==> config.mk <==
export PLATFORM = sky130hd
export DESIGN_NAME = control_fsm
export DESIGN_NICKNAME = d
export VERILOG_FILES = /design/src/rtl/control_fsm.sv
export SDC_FILE = /design/constraint.sdc
export NUM_CORES = 1
export LEC_CHECK = 0
export ABC_AREA = 0
export CAP_MARGIN = 15
export CORE_UTILIZATION = 23
export DETAILED_ROUTE_END_ITERATION = 6
export PLACE_DENSITY_LB_ADDON = 0.08
export SKIP_LAST_GASP = 1
export SLEW_MARGIN = 20
export SYNTH_ARGS = -nofsm -noshare
export SYNTH_HDL_FRONTEND = slang
export SYNTH_SLANG_ARGS = --single-unit
==> constraint.sdc <==
create_clock -name clk -period 2.8 [get_ports clk]
set_input_delay 0.56 -clock clk [delete_from_list [all_inputs] [get_ports clk]]
set_output_delay 0.56 -clock clk [all_outputs]
set_load 0.005 [all_outputs]
==> src/rtl/control_fsm.sv <==
// Multicycle FETCH/DECODE/EXEC/MEM/WB controller for the integer datapath.
// Decodes R/I/load/store (plus M multiply) and traps anything else to ILLEGAL.
module control_fsm #(
  parameter int pcmux_N     = 2,
  parameter int ifuresctl_N = 2,
  parameter int MUL_TIMEOUT = 64
) (
  input  logic                           clk,
  input  logic                           rst,
  input  logic [6:0]                     opcode,
  input  logic [2:0]                     func3,
  input  logic [1:0]                     func7b50,
  input  logic                           exdone,
  output logic [$clog2(pcmux_N)-1:0]     pcmuxctl,
  output logic                           pcnextctl,
  output logic                           instrre,
  output logic                           regwe,
  output logic                           regre,
  output logic                           bmuxctl,
  output logic [3:0]                     aluctl,
  output logic                           mulstart,
  output logic [1:0]                     mulctl,
  output logic [$clog2(ifuresctl_N)-1:0] ifuresctl,
  output logic                           dmemwe,
  output logic [2:0]                     dmctl,
  output logic                           regwctl,
  output logic                           illegal,
  output logic                           retired
);

  localparam int IW = $clog2(ifuresctl_N);
  localparam int CW = $clog2(MUL_TIMEOUT + 1);

  localparam logic [6:0] OP_R = 7'b0110011;
  localparam logic [6:0] OP_I = 7'b0010011;
  localparam logic [6:0] OP_L = 7'b0000011;
  localparam logic [6:0] OP_S = 7'b0100011;

  typedef enum logic [2:0] {
    FETCH, DECODE, EXEC, MEM, WB, ILLEGAL
  } state_t;

  state_t        state;
  logic [6:0]    op;
  logic [2:0]    f3;
  logic [1:0]    f7;
  logic [CW-1:0] cnt;

  logic is_r, is_i, is_ld, is_st, is_mul, is_mem;
  logic legal;
  logic [3:0] alu_op;

  assign is_r   = (op == OP_R);
  assign is_i   = (op == OP_I);
  assign is_ld  = (op == OP_L);
  assign is_st  = (op == OP_S);
  assign is_mem = is_ld | is_st;
  assign is_mul = is_r & (f7 == 2'b01);

  // Legality is judged on the live instruction fields during DECODE
  always_comb begin
    legal = 1'b0;
    unique case (1'b1)
      opcode == OP_R:
        legal = (func7b50 == 2'b00) | (func7b50 == 2'b10) |
                ((func7b50 == 2'b01) & ~func3[2]);
      opcode == OP_I:
        legal = 1'b1;
      opcode == OP_L:
        legal = (func3 inside {3'b000, 3'b001, 3'b010,
                               3'b100, 3'b101});
      opcode == OP_S:
        legal = (func3 inside {3'b000, 3'b001, 3'b010});
      default:
        legal = 1'b0;
    endcase
  end

  always_comb begin
    alu_op = 4'd0;
    unique case (f3)
      3'b000: alu_op = (is_r & (f7 == 2'b10)) ? 4'd1 : 4'd0;
      3'b001: alu_op = 4'd2;
      3'b010: alu_op = 4'd3;
      3'b011: alu_op = 4'd4;
      3'b100: alu_op = 4'd5;
      3'b101: alu_op = f7[1] ? 4'd7 : 4'd6;
      3'b110: alu_op = 4'd8;
      3'b111: alu_op = 4'd9;
      default: alu_op = 4'd0;
    endcase
  end

  always_ff @(posedge clk) begin
    if (rst) begin
      state <= FETCH;
      op    <= '0;
      f3    <= '0;
      f7    <= '0;
      cnt   <= '0;
    end else begin
      unique case (state)
        FETCH: state <= DECODE;
        DECODE: begin
          op    <= opcode;
          f3    <= func3;
          f7    <= func7b50;
          cnt   <= '0;
          state <= legal ? EXEC : ILLEGAL;
        end
        EXEC: begin
          if (is_mul) begin
            if (exdone) begin
              state <= WB;
              cnt   <= '0;
            end else if (cnt == CW'(MUL_TIMEOUT - 1)) begin
              state <= ILLEGAL;
            end else begin
              cnt <= cnt + CW'(1);
            end
          end else begin
            state <= is_mem ? MEM : WB;
          end
        end
        MEM:     state <= is_st ? FETCH : WB;
        WB:      state <= FETCH;
        ILLEGAL: state <= ILLEGAL;
        default: state <= ILLEGAL;
      endcase
    end
  end

  // Moore decode; everything forced low while reset is asserted
  always_comb begin
    pcmuxctl  = '0;
    pcnextctl = 1'b0;
    instrre   = 1'b0;
    regwe     = 1'b0;
    regre     = 1'b0;
    bmuxctl   = 1'b0;
    aluctl    = 4'd0;
    mulstart  = 1'b0;
    mulctl    = 2'd0;
    ifuresctl = '0;
    dmemwe    = 1'b0;
    dmctl     = 3'd0;
    regwctl   = 1'b0;
    illegal   = 1'b0;
    retired   = 1'b0;
    if (!rst) begin
      case (state)
        FETCH:  instrre = 1'b1;
        DECODE: regre   = 1'b1;
        EXEC: begin
          bmuxctl = is_mem ? 1'b0 : op[5];
          aluctl  = is_mem ? 4'd0 : alu_op;
          if (is_mul) begin
            ifuresctl = IW'(1);
            mulctl    = f3[1:0];
            mulstart  = (cnt == '0);
          end
        end
        MEM: begin
          dmctl = f3;
          if (is_st) begin
            dmemwe    = 1'b1;
            pcnextctl = 1'b1;
            retired   = 1'b1;
          end
        end
        WB: begin
          regwe     = 1'b1;
          pcnextctl = 1'b1;
          retired   = 1'b1;
          regwctl   = is_ld;
          ifuresctl = is_mul ? IW'(1) : '0;
          aluctl    = is_ld ? 4'd0 : alu_op;
          dmctl     = is_ld ? f3 : 3'd0;
        end
        ILLEGAL: illegal = 1'b1;
        default: illegal = 1'b0;
      endcase
    end
  end

endmodule

==> results.cfg <==
[finish]
final_area_um2 = 1967
layout_commonest_cell = nand2_1
nNetsFinal = 243
drive_gt1_frac = 0.1067
mostFrequentLayoutCells = 36 x nand2_1, 32 x clkdlybuf4s50_1, 21 x dfxtp_1
antenna_cells = 0
area_delta_synth_final_pct = 39.61
nFillCells = 663

[clocking]
clkLatencyLatePin_ns = 0.26
ctsLongestPathBuffers = 2
cts_sinks = 22
cts.root.buffer_cell = clkbuf_8
path_clk_slew_ns = 0.08
cts_hold_buf = 0
cts_setup_buffers = 0
h-tree-depth = 1
cts_buffers = 3
cts_tree = yes

[status]
outcome = complete, no violations

[worst_setup_path]
path_depth = 6
r2r_start = state[0]
path_cells = dlygate4sd2_1, or2_1, o21bai_1, buf_4, a21oi_1, clkdlybuf4s50_1
crit_path_end_kind = primary output
cp_max_fo = 3
slowest_delay_ns = 0.52
timing.rr.end = cnt[4]
cp.required_ns = 2.24
cp_top_family = buffers and inverters
cp_num_buf_inv = 3
regToRegSetupSlack_ns = 1.03
critPathKind = primary input to primary output
critical_path.slowest_cell = clkdlybuf4s50_1
reg2regPathDepth = 5
worst_setup_path_start_kind = primary input
arrival_ns = 2.08

[floorplanning]
rows = 28
initial_core_util = 0.2380
ios = 36
core_um2 = 5921
die_h_um = 80.27
dieArea_um2 = 6442
fp.dieW_um = 80.27

[synth]
yosys_warnings = 0
synth_cell_types = 51
synth_cells = 189
synth_nets = 206
async_reset_ff_frac = 0
synth-edff-count = 0
synthFlopType = dfxtp_1
avgSynthCellArea_um2 = 7.454
netlist_area_um2 = 1409
yosysSeqAreaShare = 0.3126
ys_seq_elements = 22

[timing]
final_hold_viol_count = 0
rsz0062_at_grt = no
skew_ns = 0.001676
tns_ns = 0
setup_viol = 0
timing.final.crit_share = 0.9425
post-route-min-period_ns = 2.639
fmax_mhz = 378.9
drv_slew = 0
fin_ws_ns = 0.1611

[drt]
wl_per_cell_um = 13.68
vias_per_cell = 4.900
antenna_left = 0
drc_errors = 0
first_pass_iters = 6
wirelength_um = 4104
via_count = 1470
drt_iter0_drc = 46

[hold_path]
min_path_cells = 2
hold_path.class = flip-flop to flip-flop
min_to = op[1]
holdCritStartpoint = op[1]

[power_and_ir_drop]
ir_drop_v = 0.0002004
seq_power_share = 0.432
combinationalPowerShare = 0.210
power_per_cell_area_nw_per_um2 = 425.4
power.switching_w = 0.0002247
pwr-share-clk = 0.358
p_int_w = 0.0006121
p_leak_nw = 0.6854
p_sw_frac = 0.2685

[placed_design]
pre_cts_ws_ns = -0.1341
globalplace.congestion = 0.7732
hpwlAfterDp_um = 3093
placed_area_um2 = 1842
port_buffers = 34

[global_routing]
antenna_found_initial = 0
grt_pass1_wl_um = 6561
grt_pass1_vias = 1376
grt.total_usage = 0.1336
grt_max_degree = 15
grt-ovfl-total = 0

[run]
cap_violations = 0
per-stage QoR:
step,total power (W),utilization,cells,hold slack (ns)
floorplan,0.0004618,-,189,0.4369
global placement,0.0005398,0.3111,295,0.4553
detailed placement,0.0005373,0.3111,295,0.4529
CTS,0.0008488,0.3305,300,0.4624
global route,0.0008846,0.3322,300,0.5020
finish,0.0008368,0.3322,300,0.4611
power by group through the flow:
stage | Sequential [W] | Clock, W | Combinational [W]
final | 0.000361 | 0.000299 | 0.000176
after global routing | 0.000367 | 0.000323 | 0.000195
after detailed placement | 0.000368 | 0 | 0.000169
after global placement | 0.000370 | 0 | 0.000170
after CTS | 0.000361 | 0.000310 | 0.000178
after floorplan | 0.000356 | 0 | 0.000106
state kept, by name, summed over array words and instances, names as in the netlist:
register / count
cnt: 7
op: 7
f3: 3
state: 3
f7: 2
how the worst max path moves through the flow:
stage | from | to | slack [ns]
floorplan | rst | aluctl[0] | 0.72
global placement | rst | aluctl[0] | -0.15
detailed placement | rst | aluctl[0] | -0.13
CTS | state[1] | mulstart | 0.03
global route | op[2] | aluctl[2] | 0.01
finish | rst | aluctl[2] | 0.16
logic make-up (layout without fill, tap and decap cells):
group	after synthesis	after routing	share of synthesized area
simple gates	96	96	0.3801
compound gates	46	46	0.2069
buf+inv	21	57	0.07281
mux	1	1	0.007105
other cells	1	1	0.002662
flops	22	22	0.3126
fa+ha+maj	2	2	0.01776
final cells by class:
class	instances	area, µm²	share of cell area
multi-input combinational	146	880.8	0.4478
timing repair buffer	44	445.4	0.2265
sequential	22	441.7	0.2246
tap	75	93.84	0.04771
clock buffer	3	41.29	0.02099
inverter	9	33.78	0.01718
clock inverter	1	30.03	0.01527
synth_stat cells (2+ instances only):
master / number / share of area
and4b_1: 2 / 0.014
a21oi_1: 19 / 0.067
and4_1: 2 / 0.012
nand4_1: 5 / 0.022
nand2b_1: 3 / 0.013
buf_6: 2 / 0.016
nand3b_1: 2 / 0.011
nor2_1: 9 / 0.024
nand2_1: 36 / 0.096
ha_1: 2 / 0.018
dfxtp_1: 22 / 0.31
clkbuf_1: 6 / 0.016
nor3_1: 6 / 0.021
o211ai_1: 4 / 0.021
o21a_1: 2 / 0.011
inv_1: 9 / 0.024
buf_4: 2 / 0.011
o21ai_0: 4 / 0.014
or2_2: 2 / 0.0089
nor3b_1: 4 / 0.021
nor2b_1: 5 / 0.022
a31oi_1: 5 / 0.022
and2_1: 4 / 0.018
nor4_1: 3 / 0.013
or3_1: 2 / 0.0089
nand3_1: 2 / 0.0071
routing by layer:
layer | up-vias | GRT usage | routed length (µm)
met1 | 696 | 0.1738 | 2041
met5 | - | 0 | 0
met2 | 25 | 0.2239 | 1888
met4 | 0 | 0.02143 | 23
met3 | 2 | 0.03409 | 151
li1 | 747 | - | -
timing repair:
item	4_1_cts	5_1_grt
gates resized for setup	6	3
pin swaps	0	1
endpoints found under the setup margin	4	7
gates cloned	1	0
worst min-delay path: stages, from the launching register on:
cell and delay, ns:
dfxtp_1 0.32, nand2_1 0.05, a21oi_1 0.05
Power figures use the tool's default switching activity.
